`src/rtl/mem_arbiter.sv`:
```
// Two-requester round-robin arbiter that serialises reads and writes onto one
// single-port memory, with a watchdog that aborts accesses the memory never acknowledges.
module mem_arbiter #(
  parameter int ADDR_WIDTH = 10,
  parameter int DATA_WIDTH = 16,
  parameter int TIMEOUT    = 255
) (
  input  logic                  clk_i,
  input  logic                  rst_i,
  input  logic                  r0_valid_i,
  input  logic                  r0_wr_rd_i,
  input  logic [ADDR_WIDTH-1:0] r0_addr_i,
  input  logic [DATA_WIDTH-1:0] r0_wdata_i,
  output logic                  r0_ready_o,
  output logic [DATA_WIDTH-1:0] r0_rdata_o,
  output logic                  r0_err_o,
  input  logic                  r1_valid_i,
  input  logic                  r1_wr_rd_i,
  input  logic [ADDR_WIDTH-1:0] r1_addr_i,
  input  logic [DATA_WIDTH-1:0] r1_wdata_i,
  output logic                  r1_ready_o,
  output logic [DATA_WIDTH-1:0] r1_rdata_o,
  output logic                  r1_err_o,
  output logic                  mem_valid_o,
  output logic                  mem_wr_rd_o,
  output logic [ADDR_WIDTH-1:0] mem_addr_o,
  output logic [DATA_WIDTH-1:0] mem_wdata_o,
  input  logic                  mem_ready_i,
  input  logic [DATA_WIDTH-1:0] mem_rdata_i,
  output logic                  grant_o,
  output logic                  busy_o
);

  localparam bit WDOG_EN = (TIMEOUT > 0);
  localparam int CNT_W   = (TIMEOUT > 0) ? $clog2(TIMEOUT + 1) : 1;
  // Abort fires in the BUSY cycle where the count of stalled cycles reaches TIMEOUT.
  localparam logic [CNT_W-1:0] CNT_LAST = (TIMEOUT > 0) ? CNT_W'(TIMEOUT - 1) : '0;

  typedef enum logic [1:0] {
    IDLE = 2'd0,
    BUSY = 2'd1,
    RESP = 2'd2
  } state_t;

  state_t                state;
  logic                  last_grant;
  logic [CNT_W-1:0]      tmo_cnt;
  logic                  any_req;
  logic                  pick;
  logic                  tmo_hit;
  logic [DATA_WIDTH-1:0] cap_data;

  always_comb begin
    any_req = r0_valid_i | r1_valid_i;
    if (r0_valid_i && r1_valid_i) begin
      pick = ~last_grant;
    end else begin
      pick = r1_valid_i;
    end
    tmo_hit  = WDOG_EN && (tmo_cnt == CNT_LAST);
    cap_data = mem_wr_rd_o ? '0 : mem_rdata_i;
  end

  always_ff @(posedge clk_i or posedge rst_i) begin
    if (rst_i) begin
      state       <= IDLE;
      last_grant  <= 1'b1;
      tmo_cnt     <= '0;
      grant_o     <= 1'b0;
      busy_o      <= 1'b0;
      mem_valid_o <= 1'b0;
      mem_wr_rd_o <= 1'b0;
      mem_addr_o  <= '0;
      mem_wdata_o <= '0;
      r0_ready_o  <= 1'b0;
      r0_rdata_o  <= '0;
      r0_err_o    <= 1'b0;
      r1_ready_o  <= 1'b0;
      r1_rdata_o  <= '0;
      r1_err_o    <= 1'b0;
    end else begin
      case (state)
        IDLE: begin
          if (any_req) begin
            state       <= BUSY;
            busy_o      <= 1'b1;
            grant_o     <= pick;
            mem_valid_o <= 1'b1;
            mem_wr_rd_o <= pick ? r1_wr_rd_i : r0_wr_rd_i;
            mem_addr_o  <= pick ? r1_addr_i  : r0_addr_i;
            mem_wdata_o <= pick ? r1_wdata_i : r0_wdata_i;
            tmo_cnt     <= '0;
          end
        end
        BUSY: begin
          // An acknowledge in the abort cycle still counts as a clean completion.
          if (mem_ready_i || tmo_hit) begin
            state       <= RESP;
            mem_valid_o <= 1'b0;
            if (grant_o) begin
              r1_ready_o <= 1'b1;
              r1_rdata_o <= mem_ready_i ? cap_data : '0;
              r1_err_o   <= ~mem_ready_i;
            end else begin
              r0_ready_o <= 1'b1;
              r0_rdata_o <= mem_ready_i ? cap_data : '0;
              r0_err_o   <= ~mem_ready_i;
            end
          end else if (WDOG_EN) begin
            tmo_cnt <= tmo_cnt + 1'b1;
          end
        end
        RESP: begin
          state      <= IDLE;
          busy_o     <= 1'b0;
          last_grant <= grant_o;
          r0_ready_o <= 1'b0;
          r0_rdata_o <= '0;
          r0_err_o   <= 1'b0;
          r1_ready_o <= 1'b0;
          r1_rdata_o <= '0;
          r1_err_o   <= 1'b0;
        end
        default: begin
          state <= IDLE;
        end
      endcase
    end
  end

endmodule

```
`config.mk`:
```
export PLATFORM = sky130hd
export DESIGN_NAME = mem_arbiter
export DESIGN_NICKNAME = d
export VERILOG_FILES = /design/src/rtl/mem_arbiter.sv
export SDC_FILE = /design/constraint.sdc
export NUM_CORES = 1
export LEC_CHECK = 0
export ABC_AREA = 1
export ABC_CLOCK_PERIOD_IN_PS = 2850
export BUFFER_PORTS_ARGS = -buffer_cell sky130_fd_sc_hd__buf_2
export CAP_MARGIN = 20
export CORE_AREA = 2 2 93 95
export CTS_CLUSTER_SIZE = 8
export DETAILED_ROUTE_END_ITERATION = 7
export DIE_AREA = 0 0 95 97
export PLACE_DENSITY = 0.73
export SETUP_SLACK_MARGIN = 0.02
export SLEW_MARGIN = 30
export SYNTH_ARGS = -nofsm -noshare
export SYNTH_HDL_FRONTEND = slang
export SYNTH_SLANG_ARGS = --single-unit
```
`constraint.sdc`:
```
create_clock -name clk_i -period 2.85 [get_ports clk_i]
set_input_delay 0.1425 -clock clk_i [delete_from_list [all_inputs] [get_ports clk_i]]
set_output_delay 0.1425 -clock clk_i [all_outputs]
set_load 0.05 [all_outputs]
```
Word level (Yosys, flattened, before mapping)
Cells that the tools add are included.

operators by class
  add/sub/neg operators = 1
  $mul = 0
  div/mod/pow operators = 0
  order comparisons = 0
  equal/unequal tests = 8
  shifts and indexed selects = 0
  mux-type cells = 34
  bitwise gates (word level) = 3
  reduce and logical (&&, ||, !) cells = 13

operators by type and width
  kind                                                              number
  16-bit 2-to-1 mux                                                 7
  16-bit case mux with 2 select lines                               2
  8-bit 2-to-1 mux                                                  2
  8-bit case mux with 2 select lines                                1
  1-bit 2-to-1 mux                                                  12
  1-bit case mux with 2 select lines                                6
  3-bit AND reduction                                               4
  10-bit 2-to-1 mux                                                 1
  2-bit inequality test (second input constant)                     5
  8-bit by 1-bit adder with 8-bit output (second input constant)    1
  8-bit == test (second input constant)                             1
  2-bit AND reduction                                               3
  2-bit nonzero test                                                3
  2-bit 2-to-1 mux                                                  2
  2-bit case mux with 2 select lines                                1
  2-bit by 1-bit == test with 1-bit output (second input constant)  1
  2-bit == test (second input constant)                             1
  2-bit logical NOT                                                 1
  1-bit NOT                                                         2
  1-bit logical AND                                                 1
  1-bit logical OR                                                  1
  1-bit bitwise OR                                                  1

storage, ports and cells
  register bits after elaboration = 77
  bits in latches = 0
  RAM bits = 0
  bits in read-only memories = 0
  logic and storage cells = 74
  memories = 0

Longest topological paths before layout
Gate-level depths: netlist of run 1.

  depth after elaboration = 5
  gate-level depth with buffers = 10

Worst setup path before layout of run 1
Ideal clock, no wire load.

  path kind = register to register
  start point = register grant_o
  end point = register r1_rdata_o[10]
  data arrival time = 1.492 ns
  required time = 2.731 ns
  slack = 1.239 ns
  cell stages (with the launch flop) = 7
  path buffers = 1
  cell sequence = dfrtp_1 > inv_1 > o21ai_4 > nand2_4 > buf_2 > nand2_1 > nand2_1

between the ends
  word-level cells in the longest chain between the ends = 2

ends and longest elaborated chain
  what                             line  source
  from (decl)                      30    output logic grant_o,
  from (signal assigned)           87    grant_o <= pick;
  2-bit inequality test (no line)  n/a
  3-bit AND reduction (no line)    n/a
  to (signal assigned)             102   r1_rdata_o <= mem_ready_i ? cap_data : '0;
  to (decl)                        22    output logic [DATA_WIDTH-1:0] r1_rdata_o,

No other way between the ends.
A chain may end at the register's enable or synchronous reset.

Final worst setup path of run 1
  start point = register tmo_cnt[0]
  end point = register r1_rdata_o[9]

between the ends
  word-level cells in the longest chain between the ends = 4

ends and longest elaborated chain
  what                             line  source
  from (decl)                      47    logic [CNT_W-1:0] tmo_cnt;
  from (signal assigned)           110   tmo_cnt <= tmo_cnt + 1'b1;
  8-bit == test                    60    tmo_hit = WDOG_EN && (tmo_cnt == CNT_LAST);
  1-bit logical OR                 97    if (mem_ready_i || tmo_hit) begin
  2-bit inequality test (no line)  n/a
  3-bit AND reduction (no line)    n/a

No other way between the ends.

==> results of run 1 <==
## cells in the mapped netlist, drive strengths merged, types with 2 or more instances
cell	n
a21oi	2
buf	11
clkbuf	14
dfrtp	76
ha	2
inv	16
nand2	133
nand3	43
nand4	17
nor2	57
nor3	2
o21ai	60
## power breakdown
part | internal [uW] | total (uW) | leakage [uW] | switching [uW]
registers | 1560 | 1830 | 0.000990 | 271
logic | 685 | 3260 | 0.00143 | 2570
clock network | 542 | 914 | 0.000110 | 372
## routing by layer
layer | global-route usage | vias to the layer above | share of wire
li1 | - | 1697 | -
met3 | 0.0561 | 11 | 0.099
met5 | 0 | - | 0
met2 | 0.345 | 181 | 0.45
met1 | 0.282 | 1546 | 0.44
met4 | 0.0658 | 0 | 0.011
## critical path, cell delays in order, from the launching register on
cell	delay, ns
dfrtp_1	0.37
inv_1	0.08
ha_1	0.21
inv_1	0.05
nor2_1	0.04
nand2_1	0.12
nand3_2	0.46
nand2_4	0.39
nand2_1	0.10
nand2_1	0.07
## cells by family after synthesis
family | count (synthesis)
AND/OR/NAND/NOR | 252
adder cells (fa/ha/maj) | 2
flip-flops | 77
buffers and inverters | 41
AO/OA/AOI/OAI | 64
XOR/XNOR | 2
## flip-flops by register name, indices dropped and copies added, names as in the netlist
name / count
busy_o: 1
grant_o: 1
last_grant: 1
mem_addr_o: 10
mem_valid_o: 1
mem_wdata_o: 16
mem_wr_rd_o: 1
r0_err_o: 1
r0_rdata_o: 16
r0_ready_o: 1
r1_err_o: 1
r1_rdata_o: 16
r1_ready_o: 1
state: 2
tmo_cnt: 8
## final cells by class
class | instances | share of cell area
clock buffer | 13 | 0.0347
inverter | 16 | 0.0142
timing repair buffer | 147 | 0.165
multi-input combinational | 320 | 0.321
clock inverter | 3 | 0.0148
tap | 105 | 0.0287
sequential | 77 | 0.421
## how the worst max path moves through the flow
stage | startpoint | to | slack, ns
2_1_floorplan | rst_i | busy_o$_DFFE_PP0P_ | 0.74
3_3_place_gp | tmo_cnt[0]$_DFFE_PP0P_ | r1_rdata_o[10]$_DFFE_PP0P_ | 1.06
3_5_place_dp | tmo_cnt[0]$_DFFE_PP0P_ | r1_rdata_o[9]$_DFFE_PP0P_ | 0.93
4_1_cts | tmo_cnt[0]$_DFFE_PP0P_ | r1_rdata_o[9]$_DFFE_PP0P_ | 0.90
5_1_grt | tmo_cnt[0]$_DFFE_PP0P_ | r1_rdata_o[9]$_DFFE_PP0P_ | 0.76
6_report | tmo_cnt[0]$_DFFE_PP0P_ | r1_rdata_o[9]$_DFFE_PP0P_ | 0.89
## through the flow
step | total power [uW] | setup slack (ns)
after floorplan | 4330 | 0.742
after global placement | 5050 | 1.06
after detailed placement | 5120 | 0.928
after CTS | 6040 | 0.900
after global routing | 6370 | 0.755
final | 6000 | 0.888
==> summary.txt, run 1 <==
Die
  • Row count: 33
  • I/O Pins: 141
  • Core area: around 0.0081 sq mm
  • Initial core utilization: 0.439
  • Die Span X: 95 um
  • Die Y: just under 100 um
  • Die footprint: ~0.009 sq mm

Timing
  • Period utilization: 0.688
  • Final Hold Fails: 0
  • Hold WS: 0.0507 ns
  • Final setup fails: 0
  • Worst rel slew slack: 0.478
  • Clock Skew: 0.00898 ns
  • Worst Tran Pin Value: roughly 0.8 ns
  • Pins Over Slew Limit: 0
  • RSZ-0062 raised after global routing: no
  • Setup TNS: 0 ns
  • Final min period: 1.96 ns
  • Max Freq: ~500 MHz

Logic synthesis
  • Synth Area in Compound Gates: 0.0939
  • Largest family of logic cells by synthesized area: simple AND/OR/NAND/NOR gates
  • Post-synthesis xor/xnor area fraction: 0.00491
  • Share of the synthesized area in the top cell type: 0.533
  • Post-synthesis mux area share: 0
  • Post-Synth Simple-Gate Area: 0.306
  • EDFF count, synth: 0
  • Sequential cell area fraction in the yosys report: 0.540
  • Post-Syn Area: 0.00357 sq mm
  • Yosys top cell by area: dfrtp_1
  • Synth Area in Adders: 0.00701
  • Post-synth net total: 515
  • Yosys warning total: 0
  • Yosys cell types: 28
  • FF+latch count, synth: between 70 and 80
  • Syn_area_per_cell: 8.15 sq um
  • Post-Syn Instances: 438
  • Ys async rst share: 1.00
  • Most common flop cell mapped by yosys: dfrtp_1
  • Synth area leaders: dfrtp_1 (53%), nand2_1 (14%), nor2_1 (5.9%)

Finish
  • # fillers: 757
  • Non-filler cells, final: 681
  • Util after Layout: 0.563
  • Fraction of layout cells with a size suffix above 1: 0.300
  • Multi-input gate area: 0.00147 sq mm
  • Fin area: 0.00458 sq mm
  • Area Overhead vs Synth: 28.2%
  • Antenna cells: 0
  • Commonest non-fill, non-tap cells in the layout: buf_2 (140), nand2_1 (130), dfrtp_1 (76)
  • Sequential cell area: 0.00193 sq mm
  • Commonest non-fill, non-tap cell in the layout: buf_2
  • Final nets: 648

Routing
  • ANT nets after route: 0
  • Routed Wire Length: just over 9 mm
  • Post-DR vias/cell: 5.04
  • WL per Instance: roughly 14 um
  • DRC: 0
  • DR iter-0 viols: between 200 and 250
  • DR pass1 iterations: 5
  • Total number of vias: 3435

Global route
  • Initial antenna violation count: 0
  • Largest net degree at the start of global routing: 60
  • All-layer global routing usage: 0.214
  • Total gr overflow: 0
  • First-pass GRT wire length: 15.7 mm
  • Via count of the first global-routing pass: 3378

Min path
  • Worst hold endpoint: mem_wdata_o[5]$_DFFE_PP0P_
  • Hold crit path type: in2reg
  • Hold-critical path depth: 3
  • Min-delay src: r1_wdata_i[5]

Pwr
  • Pwr Density: 1310 mW/mm^2
  • Worst vdd ir: 0.845 mV
  • Leakage power: ~0.0025 uW

Worst setup path
  • CP startpoint kind: flop
  • WP data required: around 3.1 ns
  • Reg2reg setup slack: 0.89 ns
  • CP max FO: 26
  • Critical path capture point type: flop
  • RR Endpoint: r1_rdata_o[9]$_DFFE_PP0P_
  • Crit path DAT: 2.25 ns
  • WS Path Type: reg2reg
  • Path depth of the worst reg2reg path: 9
  • Critical R2R Launch: tmo_cnt[0]$_DFFE_PP0P_

CTS
  • Latest clock arrival within the worst-skew pair: ~0.34 ns
  • CTS tree: yes
  • Root Driver: clkbuf_8
  • Post-CTS Hold Fix Bufs: 1
  • Post-CTS setup buffer count: 0
  • TritonCTS buffer count: 9
  • CTS Buffer Depth: 2
  • CTS H-tree depth: 3
  • CTS clk-pin slew, worst paths: 0.08 ns
  • Clock Sink Count: between 70 and 80
  • CTS-repair resized insts: 0

Placement
  • DP HPWL: 6.70 mm
  • Placed instance count: 664
  • Count of input and output buffers: 140
  • RePlAce Congestion: between 0.9 and 1
  • Cell Area, Placed: ~0.0043 sq mm

Outcome
  • Status: completed

Run
  • Maxcap violations: 0
Power figures use the tool's default switching activity.
==> run 2: changes to the inputs <==
--- a/config.mk
+++ b/config.mk
@@ -6,14 +6,14 @@
 export NUM_CORES = 1
 export LEC_CHECK = 0
 export ABC_AREA = 1
-export ABC_CLOCK_PERIOD_IN_PS = 2850
+export ABC_CLOCK_PERIOD_IN_PS = 1600
 export BUFFER_PORTS_ARGS = -buffer_cell sky130_fd_sc_hd__buf_2
 export CAP_MARGIN = 20
-export CORE_AREA = 2 2 93 95
+export CORE_AREA = 2 2 94 96
 export CTS_CLUSTER_SIZE = 8
 export DETAILED_ROUTE_END_ITERATION = 7
-export DIE_AREA = 0 0 95 97
-export PLACE_DENSITY = 0.73
+export DIE_AREA = 0 0 96 98
+export PLACE_DENSITY = 0.74
 export SETUP_SLACK_MARGIN = 0.02
 export SLEW_MARGIN = 30
 export SYNTH_ARGS = -nofsm -noshare
==> constraint.sdc (replaced) <==
create_clock -name clk_i -period 1.6 [get_ports clk_i]
set_input_delay 0.08 -clock clk_i [delete_from_list [all_inputs] [get_ports clk_i]]
set_output_delay 0.08 -clock clk_i [all_outputs]
set_load 0.05 [all_outputs]
==> run 2 against run 1 <==
- wire length increased by 16%
- utilization increased by 3.7 points
- clock skew decreased by 0.0012 ns
- global-route usage increased by 1.9 points
- non-clock buffer count increased by 38
- design area increased by 11%
- sequential share of layout area decreased by 4.1 points
- critical path depth unchanged
- sequential power increased by 78%
- clock-buffer cell count decreased by 3
- cell count increased by 6.3%
- critical path type unchanged
- largest cell class unchanged
- highest routed layer unchanged
==> summary.txt, run 2 (synthesis results as in run 1) <==
CTS
  • CTS H-tree depth: 3 (unchanged)
  • Root Driver: clkbuf_8
  • Clock Sink Count: 77 (unchanged)
  • Latest clock arrival within the worst-skew pair: 0.35 ns (about the same)
  • CTS clk-pin slew, worst paths: 0.08 ns (about the same)
  • CTS Buffer Depth: 2 (unchanged)
  • CTS tree: yes
  • TritonCTS buffer count: 9 (unchanged)

Pwr
  • Pwr Density: 2270 mW/mm^2 (+73%)
  • Worst vdd ir: 1.25 mV (+48%)
  • Leakage power: 0.00275 uW (+8.5%)

Timing
  • Worst rel slew slack: 0.608 (+0.130)
  • RSZ-0062 raised after global routing: no
  • Setup ws final: 0.120 ns (-0.769 ns)
  • Max Freq: 676 MHz (+33%)
  • Period utilization: 0.925 (+0.237)
  • Setup TNS: 0 ns (unchanged)
  • Final min period: 1.48 ns (-0.481 ns)
  • Final Hold Fails: 0 (unchanged)
  • Final setup fails: 0 (unchanged)
  • Worst Tran Pin Value: 0.586 ns (-0.196 ns)
  • Pins Over Slew Limit: 0 (unchanged)
  • Clock Skew: 0.00782 ns (-0.00116 ns)

Worst setup path
  • Crit path DAT: 1.78 ns (-0.47 ns)
  • Critical path capture point type: flop
  • Reg2reg setup slack: 0.12 ns (-0.77 ns)
  • WP data required: 1.90 ns (-1.23 ns)
  • CP max FO: 11 (-58%)
  • Critical Path Source: tmo_cnt[0]$_DFFE_PP0P_
  • CP startpoint kind: flop
  • Critical R2R Launch: tmo_cnt[0]$_DFFE_PP0P_
  • WS Path Type: reg2reg

Min path
  • Min-delay src: r1_wdata_i[5]
  • Hold crit path type: in2reg

Routing
  • ANT nets after route: 0 (unchanged)
  • DRC: 0 (unchanged)
  • DR pass1 iterations: 5 (unchanged)
  • Routed Wire Length: 10.8 mm (+16%)
  • Post-DR vias/cell: 5.20 (+3.0%)
  • Total number of vias: 3762 (+9.5%)
  • DR iter-0 viols: 193 (-9.4%)
  • WL per Instance: 15.0 um (+9.2%)

Die
  • Row count: 34 (+3.0%)
  • Die footprint: 0.00941 sq mm (+2.1%)
  • Core area: 0.00847 sq mm (+4.1%)
  • I/O Pins: 141 (unchanged)
  • Die Y: 98 um (+1.0%)
  • Die Span X: 96 um (+1.1%)
  • Initial core utilization: 0.422 (-0.0172)

Placement
  • Post-place setup slack: 0.0714 ns (-0.856 ns)
  • Count of input and output buffers: 140 (unchanged)
  • Placed instance count: 678 (+2.1%)
  • RePlAce Congestion: 0.821 (-11%)
  • DP HPWL: 7.09 mm (+5.8%)

Finish
  • Fraction of layout cells with a size suffix above 1: 0.321 (+0.0211)
  • Commonest non-fill, non-tap cells in the layout: buf_2 (140), nand2_1 (128), dfrtp_1 (75)
  • Commonest non-fill, non-tap cell in the layout: buf_2
  • Antenna cells: 0 (unchanged)
  • Util after Layout: 0.599 (+0.0366)
  • Biggest regs: mem_wdata_o x16, r0_rdata_o x16, r1_rdata_o x16
  • Area Overhead vs Synth: 42.1%
  • Non-filler cells, final: 724 (+6.3%)
  • Final nets: 688 (+6.2%)

Global route
  • First-pass GRT wire length: 17.3 mm (+10%)
  • Via count of the first global-routing pass: 3737 (+11%)
  • Total gr overflow: 0 (unchanged)
  • Initial antenna violation count: 0 (unchanged)
  • All-layer global routing usage: 0.233 (+0.0186)
  • Largest net degree at the start of global routing: 39 (-35%)

Run
  • Maxcap violations: 0 (unchanged)

Outcome
  • Status: completed
[run 2: cell types whose count changed in the layout (fill, tap and decap cells not counted), sizes merged]
cell / before / now
dlygate4sd3: 1 / 23
buf: 146 / 162
clkbuf: 13 / 10
clkinvlp: 1 / 4
bufinv: 2 / 4
clkinv: 1 / 2
inv: 15 / 14
[run 2: metrics by stage]
| step | cell area [sq um] | hold WS, ns | power (uW) |
|---|---|---|---|
| floorplan | 3570 | 0.251 | 7720 |
| global placement | 4460 | 0.0585 | 9220 |
| detailed placement | 4460 | 0.0572 | 9340 |
| CTS | 4970 | 0.00438 | 11400 |
| global route | 5070 | 0.0145 | 12100 |
| finish | 5070 | 0.00725 | 11500 |
[run 2: area by class of cell]
class	instances	area, sq um
fillers	732	3390
flip-flops and latches	77	1930
multi-input cells	320	1490
repair buffers	185	1160
clock buffers	10	138
well taps	108	135
clock inverters	6	134
inverters	16	67.6
repair inverters	2	15.0
[run 2: critical path: stages (launching register included)]
cell and delay [ns]:
dfrtp_1 0.40, inv_2 0.07, ha_1 0.14, inv_1 0.04, nor2_1 0.13, nand2_2 0.12
nand3_4 0.14, buf_4 0.20, nand3_1 0.10, nand2_1 0.08
[run 2: power breakdown]
group,total [uW],leakage [uW],switching (uW),internal (uW)
Sequential,3260,0.000988,478,2780
Clock,1980,0.000136,741,1240
Combinational,6280,0.00162,4760,1520
[run 2: timing repair]
action                                  CTS  global route
hold endpoints to repair                 33             0
hold buffers                             23             0
endpoints found under the setup margin    0            70
buffers inserted                          0             5
resized for setup                         0            10
[run 2: layer usage]
metal / share of wire / track usage / vias to the layer above
li1: - / - / 1782
met1: 0.41 / 0.293 / 1796
met2: 0.50 / 0.386 / 166
met3: 0.073 / 0.0571 / 18
met4: 0.016 / 0.0846 / 0
met5: 0 / 0 / -
[run 2: path summary, 6_finish.rpt]
check / depth (start not counted) / endpoint
setup / recovery: 9 / r1_err_o$_DFFE_PP0P_
hold / removal: 3 / mem_wdata_o[5]$_DFFE_PP0P_
setup reg to reg: 9 / r1_err_o$_DFFE_PP0P_
hold reg to reg: 2 / r1_rdata_o[15]$_DFFE_PP0P_
max in group asynchronous: 4 / mem_addr_o[1]$_DFFE_PP0P_
min in group asynchronous: 3 / grant_o$_DFFE_PP0P_
